$ cat config.mk
export PLATFORM = sky130hd
export DESIGN_NAME = sad_best_candidate
export DESIGN_NICKNAME = d
export VERILOG_FILES = /design/src/rtl/fme_pkg.sv /design/src/rtl/sad_acc.sv /design/src/rtl/sad_best_candidate.sv
export SDC_FILE = /design/constraint.sdc
export NUM_CORES = 1
export LEC_CHECK = 0
export BUFFER_PORTS_ARGS = -buffer_cell sky130_fd_sc_hd__buf_4
export CELL_PAD_IN_SITES_DETAIL_PLACEMENT = 1
export CELL_PAD_IN_SITES_GLOBAL_PLACEMENT = 1
export CORE_MARGIN = 10
export CORE_UTILIZATION = 35
export CTS_CLUSTER_SIZE = 20
export DETAILED_ROUTE_END_ITERATION = 10
export PLACE_DENSITY = 0.69
export RECOVER_POWER = 25
export SLEW_MARGIN = 20
export SYNTH_ARGS = -nofsm -noshare
export SYNTH_HDL_FRONTEND = slang
export SYNTH_SLANG_ARGS = --single-unit
$ cat constraint.sdc
create_clock -name clock -period 12.4 [get_ports clock]
set_input_delay 0.62 -clock clock [delete_from_list [all_inputs] [get_ports clock]]
set_output_delay 0.62 -clock clock [all_outputs]
set_load 0.01 [all_outputs]
$ cat src/rtl/fme_pkg.sv
// Shared definitions for the best-candidate SAD search.
// Holds the candidate count, default widths and the control FSM state type.
package fme_pkg;

  localparam int unsigned NCAND         = 9;
  localparam int unsigned DEF_DATAWIDTH = 8;
  localparam int unsigned DEF_NSAMPLES  = 64;
  localparam int unsigned DEF_SADWIDTH  = 14;

  typedef enum logic [1:0] {
    ST_IDLE    = 2'd0,
    ST_ACCUM   = 2'd1,
    ST_COMPARE = 2'd2,
    ST_DONE    = 2'd3
  } state_t;

endpackage

$ cat src/rtl/sad_acc.sv
// One absolute-difference accumulator: sum += |b - a| per accepted sample.
// Ports:
//   clock, reset  - clock and synchronous active-high reset
//   enable        - global advance; low holds the sum
//   clr           - clear the sum (start of block)
//   acc_en        - add this cycle's absolute difference
//   a, b          - unsigned pixels (original, candidate)
//   sum           - registered running SAD
module sad_acc #(
  parameter int unsigned DATAWIDTH = 8,
  parameter int unsigned SADWIDTH  = 14
) (
  input  logic                 clock,
  input  logic                 reset,
  input  logic                 enable,
  input  logic                 clr,
  input  logic                 acc_en,
  input  logic [DATAWIDTH-1:0] a,
  input  logic [DATAWIDTH-1:0] b,
  output logic [SADWIDTH-1:0]  sum
);

  logic [DATAWIDTH-1:0] diff_c;

  // Absolute difference without a sign bit: subtract the smaller from the larger.
  always_comb begin
    diff_c = '0;
    if (b > a) diff_c = b - a;
    else       diff_c = a - b;
  end

  always_ff @(posedge clock) begin
    if (reset) begin
      sum <= '0;
    end else if (enable) begin
      if (clr)         sum <= '0;
      else if (acc_en) sum <= sum + SADWIDTH'(diff_c);
    end
  end

endmodule

$ cat src/rtl/sad_best_candidate.sv
// Accumulates SAD of nine candidate blocks against an original block, then
// scans the nine sums (one per cycle) and reports the lowest.
// Optional feature macro: FME_CENTER_BIAS_EN seeds the search with candidate 4
// (ties resolve to the centre); otherwise candidate 0 seeds (ties -> lowest).
// Ports:
//   clock, reset      - clock and synchronous active-high reset
//   enable            - global advance; low holds all state
//   start             - begin a new block (accepted only in IDLE)
//   in_valid          - orig/cand_* form a sample this cycle (used only in ACCUM)
//   orig, cand_0..8   - unsigned pixels
//   best_idx/best_sad - winning candidate and its SAD, held until next result
//   done              - one-cycle pulse with a new result
//   busy              - high while accumulating or comparing
module sad_best_candidate
  import fme_pkg::*;
#(
  parameter int unsigned DATAWIDTH = DEF_DATAWIDTH,
  parameter int unsigned NSAMPLES  = DEF_NSAMPLES,
  parameter int unsigned SADWIDTH  = DEF_SADWIDTH
) (
  input  logic                 clock,
  input  logic                 reset,
  input  logic                 enable,
  input  logic                 start,
  input  logic                 in_valid,
  input  logic [DATAWIDTH-1:0] orig,
  input  logic [DATAWIDTH-1:0] cand_0,
  input  logic [DATAWIDTH-1:0] cand_1,
  input  logic [DATAWIDTH-1:0] cand_2,
  input  logic [DATAWIDTH-1:0] cand_3,
  input  logic [DATAWIDTH-1:0] cand_4,
  input  logic [DATAWIDTH-1:0] cand_5,
  input  logic [DATAWIDTH-1:0] cand_6,
  input  logic [DATAWIDTH-1:0] cand_7,
  input  logic [DATAWIDTH-1:0] cand_8,
  output logic [3:0]           best_idx,
  output logic [SADWIDTH-1:0]  best_sad,
  output logic                 done,
  output logic                 busy
);

  localparam int unsigned CNTW = $clog2(NSAMPLES) + 1;

`ifdef FME_CENTER_BIAS_EN
  localparam logic [3:0] SEED_IDX = 4'd4;
`else
  localparam logic [3:0] SEED_IDX = 4'd0;
`endif

  // Worst-case sum must fit so the accumulators never wrap.
  if ((64'(NSAMPLES) * ((64'd1 << DATAWIDTH) - 64'd1)) >= (64'd1 << SADWIDTH)) begin : g_width_check
    $error("SADWIDTH too small for NSAMPLES*(2^DATAWIDTH-1)");
  end

  state_t               state;
  logic [CNTW-1:0]      sample_cnt;
  logic [3:0]           cmp_idx;
  logic [3:0]           cur_idx;
  logic [SADWIDTH-1:0]  cur_sad;

  logic [DATAWIDTH-1:0] cand_arr [NCAND];
  logic [SADWIDTH-1:0]  acc      [NCAND];

  logic                 clr_c;
  logic                 acc_en_c;
  logic [SADWIDTH-1:0]  cand_sad_c;
  logic [SADWIDTH-1:0]  base_sad_c;
  logic [3:0]           base_idx_c;
  logic [SADWIDTH-1:0]  nxt_sad_c;
  logic [3:0]           nxt_idx_c;

  assign cand_arr[0] = cand_0;
  assign cand_arr[1] = cand_1;
  assign cand_arr[2] = cand_2;
  assign cand_arr[3] = cand_3;
  assign cand_arr[4] = cand_4;
  assign cand_arr[5] = cand_5;
  assign cand_arr[6] = cand_6;
  assign cand_arr[7] = cand_7;
  assign cand_arr[8] = cand_8;

  // Accumulator controls.
  always_comb begin
    clr_c    = 1'b0;
    acc_en_c = 1'b0;
    if (enable && (state == ST_IDLE) && start)     clr_c    = 1'b1;
    if (enable && (state == ST_ACCUM) && in_valid) acc_en_c = 1'b1;
  end

  for (genvar k = 0; k < int'(NCAND); k++) begin : g_acc
    sad_acc #(
      .DATAWIDTH (DATAWIDTH),
      .SADWIDTH  (SADWIDTH)
    ) u_sad_acc (
      .clock  (clock),
      .reset  (reset),
      .enable (enable),
      .clr    (clr_c),
      .acc_en (acc_en_c),
      .a      (orig),
      .b      (cand_arr[k]),
      .sum    (acc[k])
    );
  end

  // One compare step: the first step seeds from SEED_IDX; replace only on strictly less.
  always_comb begin
    cand_sad_c = '0;
    for (int k = 0; k < int'(NCAND); k++) begin
      if (cmp_idx == 4'(k)) cand_sad_c = acc[k];
    end
    base_sad_c = cur_sad;
    base_idx_c = cur_idx;
    if (cmp_idx == 4'd0) begin
      base_sad_c = acc[SEED_IDX];
      base_idx_c = SEED_IDX;
    end
    nxt_sad_c = base_sad_c;
    nxt_idx_c = base_idx_c;
    if (cand_sad_c < base_sad_c) begin
      nxt_sad_c = cand_sad_c;
      nxt_idx_c = cmp_idx;
    end
  end

  // Control FSM with registered outputs.
  always_ff @(posedge clock) begin
    if (reset) begin
      state      <= ST_IDLE;
      sample_cnt <= '0;
      cmp_idx    <= '0;
      cur_idx    <= '0;
      cur_sad    <= '0;
      best_idx   <= '0;
      best_sad   <= '0;
      done       <= 1'b0;
      busy       <= 1'b0;
    end else if (enable) begin
      done <= 1'b0;
      case (state)
        ST_IDLE: begin
          if (start) begin
            sample_cnt <= '0;
            state      <= ST_ACCUM;
            busy       <= 1'b1;
          end
        end
        ST_ACCUM: begin
          if (in_valid) begin
            sample_cnt <= sample_cnt + CNTW'(1);
            if (sample_cnt == CNTW'(NSAMPLES - 1)) begin
              state   <= ST_COMPARE;
              cmp_idx <= '0;
            end
          end
        end
        ST_COMPARE: begin
          cur_sad <= nxt_sad_c;
          cur_idx <= nxt_idx_c;
          cmp_idx <= cmp_idx + 4'd1;
          if (cmp_idx == 4'(NCAND - 1)) begin
            best_sad <= nxt_sad_c;
            best_idx <= nxt_idx_c;
            done     <= 1'b1;
            busy     <= 1'b0;
            state    <= ST_DONE;
          end
        end
        default: begin
          state <= ST_IDLE;
        end
      endcase
    end
  end

endmodule

-- After elaboration in Yosys (flattened, before gate mapping)
Cells that the tools add are included.
- mux-type cells: 58
- reductions and logical operators: 17
- add/subtract/negate cells: 29
- equal/unequal tests: 15
- $lt $le $gt $ge: 10
- operators by type and width (operator ; count):
    $mux W14 ; 29
    $sub A8 B8 Y8 ; 18
    $add A14 B8 Y14 ; 9
    $gt A8 B8 Y1 ; 9
    $mux W8 ; 9
    $eq A4 B3 Y1 const B ; 4
    $mux W4 ; 4
    $lt A14 B14 Y1 ; 1
    $mux W7 ; 2
    $pmux W7 S2 ; 1
    $reduce_and A4 Y1 ; 3
    $eq A4 B2 Y1 const B ; 2
    $mux W2 ; 4
    $pmux W4 S2 ; 1
    $reduce_bool A2 Y1 ; 4
    $add A7 B1 Y7 const B ; 1
    $eq A7 B6 Y1 const B ; 1
    $mux W1 ; 6
    $ne A2 B2 Y1 const B ; 3
    $pmux W2 S3 ; 1
    $reduce_and A5 Y1 ; 1
    $add A4 B1 Y4 const B ; 1
    $eq A4 B1 Y1 const B ; 1
    $eq A4 B4 Y1 const B ; 1
    9 further kinds ; 13
- register bits: 177
- input port bits: 85

-- Longest topological paths before layout
Gate-level depths: netlist (run 1).
- depth after elaboration: 12
- mapped depth: 21

-- By module
From an unflattened synthesis (run 1), not the netlist that was laid out.
- cell total of the unflattened synthesis: 2250
- area, all modules: 18183.7 um2
- by module, submodules not included (module ; times used ; area an instance (um2) ; cells an instance):
    sad_acc at g_acc[1].u_sad_acc ... ; 6 ; 1501.4 ; 183
    sad_best_candidate ; 1 ; 4221.5 ; 552
    sad_acc at g_acc[0].u_sad_acc ; 1 ; 1704.1 ; 212
    sad_acc at g_acc[2].u_sad_acc ; 1 ; 1637.8 ; 198
    sad_acc at g_acc[8].u_sad_acc ; 1 ; 1611.5 ; 190

-- Least setup slack after synthesis (run 1)
No wires, ideal clock.
- path kind: in2reg
- start point: input port orig[1]
- end point: register g_acc[0].u_sad_acc.sum[12]
- stages: 16
- arrival time: 4.551 ns
- setup slack: 7.722 ns
- buffers on the path: 1
- path through: inv_1 -> ha_1 -> and3_1 -> a31oi_1 -> o21a_1 -> buf_1 -> mux2_2 -> fa_1 -> a21o_1 -> a21oi_1 -> o21bai_1 -> a2111oi_0 -> or3_1 -> and3b_1 -> xnor2_1 -> nor2_1
- cells in the longest elaborated chain, start to end: 5
- elaborated cells on any way between the ends: 7
- ends and longest elaborated chain (what ; RTL line ; source):
    from (decl) ; sad_best_candidate.sv:26 ; input logic [DATAWIDTH-1:0] orig,
    $sub A8 B8 Y8 (tied with other cells) ; sad_acc.sv:29 ; else diff_c = a - b;
    $mux W8 * ; sad_acc.sv:28 ; if (b > a) diff_c = b - a;
    $add A14 B8 Y14 * ; sad_acc.sv:37 ; else if (acc_en) sum <= sum + SADWIDTH'(diff_c);
    $mux W14 * ; sad_acc.sv:37 ;
    $mux W14 * ; sad_acc.sv:36 ; if (clr) sum <= '0;
    to (signal assigned) ; sad_acc.sv:37 ;
    to (decl) ; sad_acc.sv:20 ; output logic [SADWIDTH-1:0] sum
Every way passes the cells marked *; elsewhere a longest branch is shown, timed or not. The select of a mux whose other input is x is not followed.
A chain may end at the register's enable or synchronous reset.

-- Final worst setup path (run 1)
- start point: register cmp_idx[0]
- end point: register cur_sad[0]
- cells in the longest elaborated chain, start to end: 12
- elaborated cells on any way between the ends: 21
- ends and longest elaborated chain (what ; RTL line ; source):
    from (decl) ; sad_best_candidate.sv:57 ; logic [3:0] cmp_idx;
    from (signal assigned) ; sad_best_candidate.sv:160 ; cmp_idx <= cmp_idx + 4'd1;
    $logic_not A4 Y1 ; sad_best_candidate.sv:110, sad_best_candidate.sv:114 ;
    $mux W14 (9 in series) ; sad_best_candidate.sv:110 ; if (cmp_idx == 4'(k)) cand_sad_c = acc[k];
    $lt A14 B14 Y1 ; sad_best_candidate.sv:120 ; if (cand_sad_c < base_sad_c) begin
    $mux W14 * ; sad_best_candidate.sv:120 ;
    to (signal assigned) ; sad_best_candidate.sv:158 ; cur_sad <= nxt_sad_c;
    to (decl) ; sad_best_candidate.sv:59 ; logic [SADWIDTH-1:0] cur_sad;
Every way passes the cells marked *; elsewhere a longest branch is shown, timed or not.

==> impl_metrics.xml, run 1 <==
<?xml version="1.0" encoding="UTF-8"?>
<metrics>
  <group name="clock_tree">
    <metric name="tritoncts" unit="">built</metric>
    <metric name="clockBufferDepth" unit="">2</metric>
    <metric name="tritoncts_num_sinks" unit="">177</metric>
    <metric name="hold_buffers" unit="">0</metric>
    <metric name="clk_pin_slew" unit="ns">0.07</metric>
    <metric name="clockRootBuffer" unit="">clkbuf_16</metric>
    <metric name="clock_latency" unit="ns">0.46</metric>
    <metric name="cts.repair.resized" unit="">0</metric>
    <metric name="cts.repair_timing.setup_buffer_count" unit="">0</metric>
    <metric name="htreeDepth" unit="">4</metric>
    <metric name="cts_made_buffers" unit="">17</metric>
  </group>
  <group name="sta">
    <metric name="finalWorstSetupSlack" unit="ns">6.900</metric>
    <metric name="worstMarginPinSlew" unit="ns">3.304</metric>
    <metric name="timing.final.crit_period" unit="ns">5.500</metric>
    <metric name="slew_violations" unit="">130</metric>
    <metric name="final.period_utilization" unit="%">44.36</metric>
    <metric name="unrepaired_setup_endpoints_after_global_routing" unit="">false</metric>
    <metric name="setup_total_negative_slack" unit="ns">0</metric>
    <metric name="achievable-frequency" unit="GHz">0.1818</metric>
    <metric name="final_hold_vios" unit="">0</metric>
    <metric name="skew" unit="ns">0.01385</metric>
    <metric name="setup_violations" unit="">0</metric>
    <metric name="max-slew-margin-rel" unit="%">-120.3</metric>
  </group>
  <group name="min_path">
    <metric name="hold_path.class" unit="">flip-flop to flip-flop</metric>
  </group>
  <group name="synth">
    <metric name="ys_dominant_reg_cell" unit="">dfxtp_1</metric>
    <metric name="netlist.top_cell.by_area" unit="">dfxtp_1</metric>
    <metric name="number_of_enable_type_register_cells_in_the_synthesized_netlist" unit="">0</metric>
    <metric name="syn_nets" unit="">2431</metric>
    <metric name="portion_of_synthesized_cell_area_occupied_by_the_leading_cell_type" unit="%">21.22</metric>
    <metric name="syn-cell-area" unit="um^2">16690</metric>
    <metric name="yosys_warnings" unit="">0</metric>
    <metric name="synth_seq_area_share" unit="%">21.22</metric>
    <metric name="synth.avg_cell_area" unit="um^2">7.984</metric>
    <metric name="ys_async_sr_fraction" unit="%">0</metric>
    <metric name="syn_inst" unit="">2091</metric>
    <metric name="most_area_consuming_cells_after_synthesis" unit="">dfxtp_1 21%, ha_1 17%, a21oi_1 6.2%</metric>
    <metric name="yosysUniqueCellTypes" unit="">67</metric>
    <metric name="ys_ff_latch" unit="">177</metric>
  </group>
  <group name="critical_path">
    <metric name="timing_worst_setup_path_type" unit="">flip-flop to flip-flop</metric>
    <metric name="worstPathBufferInverterCount" unit="">4</metric>
    <metric name="crit_path_max_fanout" unit="">31</metric>
    <metric name="worst_path_max_delay_cell" unit="">a21oi_1</metric>
    <metric name="crit_arrival" unit="ns">5.81</metric>
    <metric name="cp_top_family" unit="">compound AO/OA/AOI/OAI gates</metric>
    <metric name="critical_path.endpoint_type" unit="">flip-flop</metric>
    <metric name="cpPeakStageDelay" unit="ns">0.72</metric>
    <metric name="cp-start-kind" unit="">flip-flop</metric>
    <metric name="reg2reg_slack" unit="ns">6.90</metric>
    <metric name="timing.critical_path.from" unit="">cmp_idx[0]$_SDFFE_PP0P_</metric>
    <metric name="setup.worst_path.end" unit="">cur_sad[0]$_SDFFE_PP0P_</metric>
    <metric name="cp.required" unit="ns">12.71</metric>
    <metric name="critical_path.cell_chain" unit="">inv_1, ha_1, buf_4, inv_1, nand2_1, a21oi_1, nand2_1, a31o_2, o21ai_0, inv_1, ha_1, a41o_1, a221o_1, nor3_1, a31oi_1, or2_1, o31a_1, nand2_1, a21oi_1</metric>
    <metric name="r2r.worst_path.cells" unit="">19</metric>
    <metric name="worst_reg2reg_startpoint" unit="">cmp_idx[0]$_SDFFE_PP0P_</metric>
    <metric name="path_depth" unit="">19</metric>
    <metric name="regToRegEndpoint" unit="">cur_sad[0]$_SDFFE_PP0P_</metric>
  </group>
  <group name="die">
    <metric name="start_util" unit="%">35.63</metric>
    <metric name="die-area" unit="um^2">56830</metric>
    <metric name="chipHeight" unit="um">238.4</metric>
    <metric name="floorplan.io_pins" unit="">105</metric>
    <metric name="core_area" unit="um^2">46850</metric>
    <metric name="row_count" unit="">79</metric>
    <metric name="floorplan.die.width" unit="um">238.4</metric>
  </group>
  <group name="detailed_routing">
    <metric name="post-route-drc-count" unit="">0</metric>
    <metric name="drt-pass1-iter-count" unit="">5</metric>
    <metric name="drt-vias-per-instance" unit="">5.571</metric>
    <metric name="drt-initial-drc-count" unit="">943</metric>
    <metric name="finalWirelength" unit="mm">56.34</metric>
    <metric name="antenna_left" unit="">0</metric>
    <metric name="detailroute.via_count" unit="">15387</metric>
    <metric name="wl_per_cell" unit="um">20.40</metric>
  </group>
  <group name="placement">
    <metric name="routabilityCongestion" unit="">0.9112</metric>
    <metric name="detailed_place_hpwl" unit="mm">43.60</metric>
    <metric name="port_buffers" unit="">104</metric>
    <metric name="pre_cts_setup_slack" unit="ns">6.446</metric>
    <metric name="cell_total_after_placement" unit="">2730</metric>
  </group>
  <group name="power_and_ir_drop">
    <metric name="p_leak" unit="uW">0.007930</metric>
    <metric name="vdd_ir_drop_max" unit="mV">0.1030</metric>
    <metric name="p_per_area" unit="nW/um^2">99.08</metric>
  </group>
  <group name="grt">
    <metric name="grt_pass1_wl" unit="mm">89.23</metric>
    <metric name="antenna_found_initial" unit="">1</metric>
    <metric name="grt.total_usage" unit="%">19.51</metric>
    <metric name="overflow" unit="">0</metric>
    <metric name="grt_start_max_net_pins" unit="">71</metric>
    <metric name="number_of_global_route_vias_before_repair" unit="">16007</metric>
  </group>
  <group name="cells_and_area">
    <metric name="area_growth" unit="%">11.11</metric>
    <metric name="layout.core_utilization" unit="%">39.59</metric>
    <metric name="design.final.nets" unit="">2482</metric>
    <metric name="final_cell_count_without_fillers" unit="">2762</metric>
    <metric name="antenna_cells_inserted" unit="">0</metric>
    <metric name="final_layout_size_suffix_gt1_share" unit="%">8.167</metric>
  </group>
  <group name="job">
    <metric name="maxCapViolCount" unit="">2</metric>
  </group>
  <group name="run_status">
    <metric name="failed_checks" unit="">max-capacitance violations, max-slew violations</metric>
    <metric name="status" unit="">finished, violations left</metric>
  </group>
</metrics>
-- power breakdown --
part           total [uW]  internal (uW)  switching [uW]
Combinational         668            274             393
Clock                 582            327             255
Sequential            588            577            11.0
Total                1840           1180             659
-- state kept, by name, indices dropped and copies added (netlist names) --
signal / flops
g_acc.u_sad_acc.sum: 126
best_sad: 14
cur_sad: 14
sample_cnt: 7
best_idx: 4
cmp_idx: 4
cur_idx: 4
state: 2
busy: 1
done: 1
-- per-stage QoR --
step	hold slack [ns]	cell area [um^2]	total power [uW]
2_1_floorplan	0.4357	16690	1081
3_3_place_gp	0.4422	18010	1241
3_5_place_dp	0.4534	18010	1264
4_1_cts	0.4634	18630	1848
5_1_grt	0.4791	18550	1947
6_report	0.4560	18550	1838
-- cell families after synthesis --
kind of cell             Yosys count  share of synthesized area [%]
XOR/XNOR                         161                          8.446
AO/OA/AOI/OAI                    572                          22.10
buffers and inverters            238                          5.471
adder cells (fa/ha/maj)          255                          20.33
multiplexers                      89                          5.539
flip-flops                       177                          21.22
AND/OR/NAND/NOR                  599                          16.89
-- cell usage after synthesis (26+ instances only) --
library cell	number
a21o_1	39
nand2_1	209
a21oi_1	207
fa_1	27
nor3_1	53
a211oi_1	26
xor2_1	48
o21ai_0	83
xnor2_1	113
o21bai_1	28
ha_1	228
mux2i_1	62
mux2_2	27
inv_1	153
clkbuf_1	61
dfxtp_1	177
nor2_1	158
-- cells in the final DEF, fill, tap and decap left out, types with 14 or more instances in the layout --
| cell | n |
|---|---|
| or3_1 | 15 |
| dfxtp_1 | 177 |
| xor2_1 | 48 |
| mux2i_1 | 62 |
| mux2_2 | 27 |
| buf_4 | 94 |
| fa_1 | 27 |
| a21o_1 | 39 |
| nand4_1 | 25 |
| xnor2_1 | 113 |
| inv_1 | 153 |
| nor3_1 | 53 |
| o21bai_1 | 28 |
| nor2_1 | 158 |
| clkbuf_16 | 17 |
| nor2b_1 | 23 |
| o22ai_1 | 22 |
| a211oi_1 | 26 |
| o2111ai_1 | 19 |
| o21ai_0 | 83 |
| nand2_1 | 209 |
| clkbuf_1 | 24 |
| a31oi_1 | 20 |
| nand3_1 | 21 |
| a22oi_1 | 14 |
| a21oi_1 | 207 |
| nand3b_1 | 22 |
| ha_1 | 228 |
| o21a_1 | 18 |
-- worst min-delay path, stage by stage (launching register included) --
cell     delay (ns)
dfxtp_1        0.31
nand2_1        0.05
a21oi_1        0.05
-- layout make-up --
type / count / area, um^2
Fill cell: 5758 / 28300
Multi-Input combinational cell: 1676 / 12260
Sequential cell: 177 / 3543
Timing Repair Buffer: 117 / 792.0
Tap cell: 607 / 759.5
Inverter: 153 / 574.3
Clock buffer: 19 / 442.9
Clock inverter: 13 / 175.2
-- worst min-delay path by stage --
stage | from | to | slack, ns | depth (start not counted)
final | best_idx[2]$_SDFFE_PP0P_ | best_idx[2]$_SDFFE_PP0P_ | 0.46 | 2
after global routing | best_sad[0]$_SDFFE_PP0P_ | best_sad[0]$_SDFFE_PP0P_ | 0.48 | 2
after CTS | best_idx[2]$_SDFFE_PP0P_ | best_idx[2]$_SDFFE_PP0P_ | 0.46 | 2
after detailed placement | best_idx[2]$_SDFFE_PP0P_ | best_idx[2]$_SDFFE_PP0P_ | 0.45 | 2
after global placement | cur_sad[9]$_SDFFE_PP0P_ | cur_sad[9]$_SDFFE_PP0P_ | 0.44 | 2
after floorplan | cur_sad[0]$_SDFFE_PP0P_ | cur_sad[0]$_SDFFE_PP0P_ | 0.44 | 2
-- metal layers --
| layer | track usage [%] | part of all wire [%] |
|---|---|---|
| met1 | 25.97 | 48 |
| met2 | 32.55 | 47 |
| met3 | 2.686 | 3.5 |
| met4 | 4.913 | 1.9 |
| met5 | 0 | 0.023 |
(Power assumes the default switching activity.)
==> run 2: changes to the inputs <==
==> constraint.sdc (replaced) <==
create_clock -name clock -period 5.3 [get_ports clock]
set_input_delay 0.265 -clock clock [delete_from_list [all_inputs] [get_ports clock]]
set_output_delay 0.265 -clock clock [all_outputs]
set_load 0.01 [all_outputs]
==> run 2 against run 1 <==
Compared with the run above: the flow still finishes with violations (max-capacitance violations, max-slew violations); count of clock-buffer cells in the layout rose by 3; total power rose by 130%; cell count rose by 0.69%; combinational power rose by 140%; non-clock buffer count rose by 19; sequential cell count did not move; clock power rose by 120%; sequential share of layout area fell by 0.12 points; via count fell by 0.37%.
==> impl_metrics.xml, run 2 (synthesis gave the netlist of run 1 again) <==
<?xml version="1.0" encoding="UTF-8"?>
<metrics>
  <group name="grt">
    <metric name="grt_pass1_wl" unit="mm">90.03</metric>
    <metric name="grt_start_max_net_pins" unit="">75</metric>
    <metric name="antenna_found_initial" unit="">0</metric>
    <metric name="number_of_global_route_vias_before_repair" unit="">15856</metric>
    <metric name="overflow" unit="">0</metric>
    <metric name="grt.total_usage" unit="%">19.74</metric>
  </group>
  <group name="run_status">
    <metric name="status" unit="">finished, violations left</metric>
    <metric name="failed_checks" unit="">max-capacitance violations, max-slew violations</metric>
  </group>
  <group name="die">
    <metric name="floorplan.io_pins" unit="">105</metric>
    <metric name="row_count" unit="">79</metric>
    <metric name="core_area" unit="um^2">46850</metric>
    <metric name="chipHeight" unit="um">238.4</metric>
    <metric name="die-area" unit="um^2">56830</metric>
    <metric name="floorplan.die.width" unit="um">238.4</metric>
    <metric name="start_util" unit="%">35.63</metric>
  </group>
  <group name="cells_and_area">
    <metric name="final_common_cell" unit="">ha_1</metric>
    <metric name="design.final.nets" unit="">2501</metric>
    <metric name="layout.core_utilization" unit="%">39.84</metric>
    <metric name="antenna_cells_inserted" unit="">0</metric>
    <metric name="max_flop_register" unit="">g_acc.u_sad_acc.sum</metric>
    <metric name="final_layout_size_suffix_gt1_share" unit="%">9.016</metric>
    <metric name="largest_register_ffs" unit="">126</metric>
    <metric name="biggestRegsByFlops" unit="">g_acc.u_sad_acc.sum x126, best_sad x14, cur_sad x14</metric>
    <metric name="most_used_cells_in_the_layout_excluding_fill_and_tap_cells" unit="">228 x ha_1, 209 x nand2_1, 207 x a21oi_1, 177 x dfxtp_1, 158 x nor2_1</metric>
    <metric name="area_growth" unit="%">11.82</metric>
  </group>
  <group name="clock_tree">
    <metric name="clockRootBuffer" unit="">clkbuf_16</metric>
    <metric name="htreeDepth" unit="">4</metric>
    <metric name="hold_buffers" unit="">0</metric>
    <metric name="cts_made_buffers" unit="">17</metric>
    <metric name="cts.repair.resized" unit="">0</metric>
    <metric name="tritoncts_num_sinks" unit="">177</metric>
    <metric name="clock_latency" unit="ns">0.46</metric>
    <metric name="tritoncts" unit="">built</metric>
    <metric name="cts.repair_timing.setup_buffer_count" unit="">0</metric>
    <metric name="clk_pin_slew" unit="ns">0.07</metric>
    <metric name="clockBufferDepth" unit="">2</metric>
  </group>
  <group name="sta">
    <metric name="final.period_utilization" unit="%">90.96</metric>
    <metric name="achievable-frequency" unit="GHz">0.2074</metric>
    <metric name="worstMarginPinSlew" unit="ns">3.928</metric>
    <metric name="final_hold_vios" unit="">0</metric>
    <metric name="holdWs" unit="ns">0.1406</metric>
    <metric name="slew_violations" unit="">75</metric>
    <metric name="finalWorstSetupSlack" unit="ns">0.4791</metric>
    <metric name="setup_total_negative_slack" unit="ns">0</metric>
    <metric name="max-slew-margin-rel" unit="%">-161.8</metric>
    <metric name="timing.final.crit_period" unit="ns">4.821</metric>
    <metric name="skew" unit="ns">0.01331</metric>
    <metric name="setup_violations" unit="">0</metric>
    <metric name="unrepaired_setup_endpoints_after_global_routing" unit="">false</metric>
  </group>
  <group name="detailed_routing">
    <metric name="detailroute.via_count" unit="">15330</metric>
    <metric name="drt-pass1-iter-count" unit="">5</metric>
    <metric name="drt-initial-drc-count" unit="">764</metric>
    <metric name="wl_per_cell" unit="um">20.62</metric>
    <metric name="wl_met3" unit="mm">1.691</metric>
    <metric name="post-route-drc-count" unit="">0</metric>
    <metric name="top_layer" unit="">met4</metric>
    <metric name="antenna_left" unit="">0</metric>
    <metric name="met2RoutedLength" unit="mm">27.06</metric>
    <metric name="finalWirelength" unit="mm">57.33</metric>
    <metric name="wirelength_met1" unit="mm">27.83</metric>
    <metric name="drt-vias-per-instance" unit="">5.512</metric>
  </group>
  <group name="power_and_ir_drop">
    <metric name="vdd_ir_drop_max" unit="mV">0.2318</metric>
    <metric name="p_per_area" unit="nW/um^2">228.9</metric>
    <metric name="p_leak" unit="uW">0.008009</metric>
    <metric name="total_power" unit="uW">4273</metric>
  </group>
  <group name="placement">
    <metric name="pre_cts_setup_slack" unit="ns">0.2921</metric>
    <metric name="routabilityCongestion" unit="">0.8983</metric>
    <metric name="port_buffers" unit="">104</metric>
    <metric name="detailed_place_hpwl" unit="mm">44.99</metric>
  </group>
  <group name="min_path">
    <metric name="holdPathEnd" unit="">cmp_idx[1]$_SDFFE_PP0P_</metric>
    <metric name="hold_path.class" unit="">input pin to flip-flop</metric>
    <metric name="worstHoldStart" unit="">enable</metric>
    <metric name="timing.hold.worst_path_depth" unit="">3</metric>
  </group>
  <group name="critical_path">
    <metric name="cp.required" unit="ns">5.62</metric>
    <metric name="critical_path.endpoint_type" unit="">flip-flop</metric>
    <metric name="regToRegEndpoint" unit="">cur_sad[0]$_SDFFE_PP0P_</metric>
    <metric name="crit_arrival" unit="ns">5.14</metric>
    <metric name="critical_path.cell_chain" unit="">inv_1, ha_1, inv_1, nand2_1, a21oi_1, nand2_1, a31o_2, o21ai_0, inv_1, ha_1, a41o_1, a221o_1, nor3_1, a31oi_1, or2_1, o31a_1, nand2_1, a21oi_1</metric>
    <metric name="r2r.worst_path.cells" unit="">18</metric>
    <metric name="cp-start-kind" unit="">flip-flop</metric>
    <metric name="crit_path_max_fanout" unit="">12</metric>
    <metric name="reg2reg_slack" unit="ns">0.48</metric>
    <metric name="cpPeakStageDelay" unit="ns">0.52</metric>
    <metric name="worst_path_max_delay_cell" unit="">dfxtp_1</metric>
    <metric name="timing_worst_setup_path_type" unit="">flip-flop to flip-flop</metric>
    <metric name="worst_reg2reg_startpoint" unit="">cmp_idx[0]$_SDFFE_PP0P_</metric>
  </group>
  <group name="job">
    <metric name="maxCapViolCount" unit="">1</metric>
  </group>
</metrics>
-- run 2: worst max path at each step --
stage / depth (start not counted) / startpoint / to
2_1_floorplan: 16 / orig[1] / g_acc[0].u_sad_acc.sum[12]$_SDFFE_PP0P_
3_3_place_gp: 17 / orig[4] / g_acc[1].u_sad_acc.sum[12]$_SDFFE_PP0P_
3_5_place_dp: 17 / orig[4] / g_acc[1].u_sad_acc.sum[12]$_SDFFE_PP0P_
4_1_cts: 16 / cmp_idx[0]$_SDFFE_PP0P_ / cur_sad[0]$_SDFFE_PP0P_
5_1_grt: 18 / cmp_idx[0]$_SDFFE_PP0P_ / cur_idx[1]$_SDFFE_PP0P_
6_report: 18 / cmp_idx[0]$_SDFFE_PP0P_ / cur_sad[0]$_SDFFE_PP0P_
-- run 2: final cells by class --
cell class,count,area (um^2)
inverters,153,574.3
repair buffers,136,950.9
flip-flops and latches,177,3543
clock buffers,22,484.2
well taps,607,759.5
multi-input cells,1676,12260
fillers,5757,28180
clock inverters,10,98.84
-- run 2: routing by layer --
layer	up-vias	global-route usage (%)
met5	-	0
met4	0	4.117
met3	45	2.490
met2	215	33.43
met1	7545	26.32
li1	7525	-
-- run 2: critical path, delay by kind of cell (launching register included) --
family	cells	cell delay (ns)
buf+inv	3	0.45
flops	1	0.52
fa+ha+maj	2	0.66
compound gates	8	2.04
simple gates	5	1.00
-- run 2: where the power goes --
| part | leakage, uW | switching, uW | internal, uW |
|---|---|---|---|
| Sequential | 0.00143 | 25.9 | 1350 |
| Clock | 0.000284 | 601 | 702 |
| Combinational | 0.00630 | 933 | 660 |
-- run 2: metrics by stage --
step                cell area [um^2]  instances
detailed placement             18170       2749
global route                   18670       2781
CTS                            18750       2781
global placement               18170       2749
floorplan                      16690       2091
finish                         18670       2781
==> run 3: changes to the inputs <==
--- a/config.mk
+++ b/config.mk
@@ -6,7 +6,7 @@
 export NUM_CORES = 1
 export LEC_CHECK = 0
 export BUFFER_PORTS_ARGS = -buffer_cell sky130_fd_sc_hd__buf_4
-export CELL_PAD_IN_SITES_DETAIL_PLACEMENT = 1
+export CELL_PAD_IN_SITES_DETAIL_PLACEMENT = 0
 export CELL_PAD_IN_SITES_GLOBAL_PLACEMENT = 1
 export CORE_MARGIN = 10
 export CORE_UTILIZATION = 35
@@ -14,7 +14,6 @@
 export DETAILED_ROUTE_END_ITERATION = 10
 export PLACE_DENSITY = 0.69
 export RECOVER_POWER = 25
-export SLEW_MARGIN = 20
 export SYNTH_ARGS = -nofsm -noshare
 export SYNTH_HDL_FRONTEND = slang
 export SYNTH_SLANG_ARGS = --single-unit
==> run 3 against run 2 <==
Compared with the run above: the flow still finishes with violations (max-capacitance violations, max-slew violations); hold slack improved by 0.011 ns; clock skew is 0.00072 ns lower; routed wire length down 7.3%; register-to-register slack better by 0.03 ns; core utilization down 0.064 points; critical path depth did not move; maximum frequency rose by 0.70%; via count fell by 2.0%; sequential cell count unchanged; critical endpoint unchanged; largest cell class unchanged; combinational power hardly changed.
==> impl_metrics.xml, run 3 (synthesis gave the netlist of run 1 again) <==
<?xml version="1.0" encoding="UTF-8"?>
<metrics>
  <group name="cells_and_area">
    <metric name="biggestRegsByFlops" unit="">g_acc.u_sad_acc.sum x126, best_sad x14, cur_sad x14</metric>
    <metric name="final_layout_size_suffix_gt1_share" unit="%">8.974</metric>
    <metric name="largest_register_ffs" unit="">126</metric>
    <metric name="area_growth" unit="%">11.64</metric>
    <metric name="final_cell_count_without_fillers" unit="">2780</metric>
    <metric name="final_common_cell" unit="">ha_1</metric>
    <metric name="antenna_cells_inserted" unit="">0</metric>
    <metric name="max_flop_register" unit="">g_acc.u_sad_acc.sum</metric>
    <metric name="layout.core_utilization" unit="%">39.78</metric>
    <metric name="most_used_cells_in_the_layout_excluding_fill_and_tap_cells" unit="">228 x ha_1, 209 x nand2_1, 207 x a21oi_1, 177 x dfxtp_1, 158 x nor2_1</metric>
    <metric name="design.final.nets" unit="">2501</metric>
  </group>
  <group name="power_and_ir_drop">
    <metric name="pwr-share-comb" unit="%">37.4</metric>
    <metric name="power_report.internal_total" unit="uW">2665</metric>
    <metric name="part_of_the_power_in_registers" unit="%">32.9</metric>
    <metric name="clk_pwr_share" unit="%">29.7</metric>
    <metric name="vdd_ir_drop_max" unit="mV">0.2115</metric>
    <metric name="power_switching" unit="uW">1510</metric>
    <metric name="total_power" unit="uW">4175</metric>
    <metric name="p_leak" unit="uW">0.007987</metric>
    <metric name="swShare" unit="%">36.16</metric>
    <metric name="p_per_area" unit="nW/um^2">224.0</metric>
  </group>
  <group name="sta">
    <metric name="skew" unit="ns">0.01259</metric>
    <metric name="slew_violations" unit="">75</metric>
    <metric name="holdWs" unit="ns">0.1520</metric>
    <metric name="setup_violations" unit="">0</metric>
    <metric name="setup_total_negative_slack" unit="ns">0</metric>
    <metric name="timing.final.crit_period" unit="ns">4.787</metric>
    <metric name="achievable-frequency" unit="GHz">0.2089</metric>
    <metric name="final_hold_vios" unit="">0</metric>
    <metric name="worstMarginPinSlew" unit="ns">3.817</metric>
    <metric name="unrepaired_setup_endpoints_after_global_routing" unit="">false</metric>
    <metric name="final.period_utilization" unit="%">90.33</metric>
    <metric name="max-slew-margin-rel" unit="%">-154.5</metric>
  </group>
  <group name="clock_tree">
    <metric name="tritoncts" unit="">built</metric>
    <metric name="cts.repair.resized" unit="">0</metric>
    <metric name="clk_pin_slew" unit="ns">0.07</metric>
    <metric name="htreeDepth" unit="">4</metric>
    <metric name="tritoncts_num_sinks" unit="">177</metric>
    <metric name="clockBufferDepth" unit="">2</metric>
    <metric name="cts_made_buffers" unit="">17</metric>
    <metric name="hold_buffers" unit="">0</metric>
    <metric name="clock_latency" unit="ns">0.44</metric>
    <metric name="clockRootBuffer" unit="">clkbuf_16</metric>
    <metric name="cts.repair_timing.setup_buffer_count" unit="">0</metric>
  </group>
  <group name="grt">
    <metric name="grt_pass1_wl" unit="mm">82.74</metric>
    <metric name="antenna_found_initial" unit="">1</metric>
    <metric name="grt.total_usage" unit="%">18.29</metric>
    <metric name="overflow" unit="">0</metric>
    <metric name="grt_start_max_net_pins" unit="">75</metric>
    <metric name="number_of_global_route_vias_before_repair" unit="">14468</metric>
  </group>
  <group name="die">
    <metric name="die-area" unit="um^2">56830</metric>
    <metric name="floorplan.die.width" unit="um">238.4</metric>
    <metric name="row_count" unit="">79</metric>
    <metric name="chipHeight" unit="um">238.4</metric>
    <metric name="floorplan.io_pins" unit="">105</metric>
    <metric name="start_util" unit="%">35.63</metric>
    <metric name="core_area" unit="um^2">46850</metric>
  </group>
  <group name="detailed_routing">
    <metric name="detailroute.via_count" unit="">15019</metric>
    <metric name="drt-vias-per-instance" unit="">5.403</metric>
    <metric name="drt-initial-drc-count" unit="">946</metric>
    <metric name="drt-pass1-iter-count" unit="">6</metric>
    <metric name="antenna_left" unit="">0</metric>
    <metric name="finalWirelength" unit="mm">53.15</metric>
    <metric name="wl_per_cell" unit="um">19.12</metric>
    <metric name="post-route-drc-count" unit="">0</metric>
  </group>
  <group name="placement">
    <metric name="detailed_place_hpwl" unit="mm">41.16</metric>
    <metric name="cell_total_after_placement" unit="">2749</metric>
    <metric name="port_buffers" unit="">104</metric>
    <metric name="routabilityCongestion" unit="">0.8983</metric>
  </group>
  <group name="critical_path">
    <metric name="crit_path_max_fanout" unit="">12</metric>
    <metric name="critical_path.cell_chain" unit="">inv_1, ha_1, inv_1, nand2_1, a21oi_1, nand2_1, a31o_2, o21ai_0, inv_1, ha_1, a41o_1, a221o_1, nor3_1, a31oi_1, or2_1, o31a_1, nand2_1, a21oi_1</metric>
    <metric name="timing_worst_setup_path_type" unit="">flip-flop to flip-flop</metric>
    <metric name="critical_path.endpoint_type" unit="">flip-flop</metric>
    <metric name="cp-start-kind" unit="">flip-flop</metric>
    <metric name="cpPeakStageDelay" unit="ns">0.51</metric>
    <metric name="worst_path_max_delay_cell" unit="">dfxtp_1</metric>
    <metric name="cp.required" unit="ns">5.61</metric>
    <metric name="crit_arrival" unit="ns">5.10</metric>
  </group>
  <group name="min_path">
    <metric name="hold_path.class" unit="">input pin to flip-flop</metric>
  </group>
  <group name="run_status">
    <metric name="failed_checks" unit="">max-capacitance violations, max-slew violations</metric>
    <metric name="status" unit="">finished, violations left</metric>
  </group>
  <group name="job">
    <metric name="maxCapViolCount" unit="">1</metric>
  </group>
</metrics>
-- run 3: changes by cell type in the layout (fill, tap and decap cells not counted), sizes merged --
cell | previous run | this run
clkbuf | 44 | 41
inv | 156 | 155
clkinvlp | 2 | 4
clkinv | 4 | 5
-- run 3: metrics by stage --
step / worst slack [ns] / cell area, um^2
floorplan: 0.9766 / 16690
global placement: 0.3562 / 18170
detailed placement: 0.3544 / 18170
CTS: 0.6179 / 18720
global route: 0.2385 / 18640
finish: 0.5126 / 18640
-- run 3: worst paths after layout --
path / from / end / slack [ns] / cells past startpoint
max reg2reg: cmp_idx[0]$_SDFFE_PP0P_ / cur_sad[0]$_SDFFE_PP0P_ / 0.51 / 18
max: cmp_idx[0]$_SDFFE_PP0P_ / cur_sad[0]$_SDFFE_PP0P_ / 0.51 / 18
min: enable / cmp_idx[1]$_SDFFE_PP0P_ / 0.15 / 3
min reg2reg: best_sad[3]$_SDFFE_PP0P_ / best_sad[3]$_SDFFE_PP0P_ / 0.45 / 2
-- run 3: power groups by stage --
| stage | sequential [uW] | combinational, uW | clock, uW |
|---|---|---|---|
| 2_1_floorplan | 1390 | 1140 | 0 |
| 3_3_place_gp | 1410 | 1530 | 0 |
| 3_5_place_dp | 1410 | 1550 | 0 |
| 4_1_cts | 1380 | 1560 | 1270 |
| 5_1_grt | 1380 | 1740 | 1320 |
| 6_report | 1380 | 1560 | 1240 |
-- run 3: worst max-delay path: cells and delay by family (launching register included) --
kind | cells | cell delay [ns]
buf+inv | 3 | 0.47
flops | 1 | 0.51
simple gates | 5 | 0.96
compound gates | 8 | 2.05
fa+ha+maj | 2 | 0.67
-- run 3: layer usage --
metal	share of wire, %	vias to the layer above	global-route usage [%]
met3	4.1	33	2.490
met2	45	335	29.94
met5	0.023	-	0
li1	-	7555	-
met4	1.3	2	3.379
met1	49	7094	25.27
-- run 3: area by class of cell --
type                    instances  area, um^2
fillers                      4864       28210
flip-flops and latches        177        3543
well taps                     607       759.5
repair buffers                136       950.9
inverters                     153       574.3
clock buffers                  19       442.9
clock inverters                12       110.1
multi-input cells            1676       12260
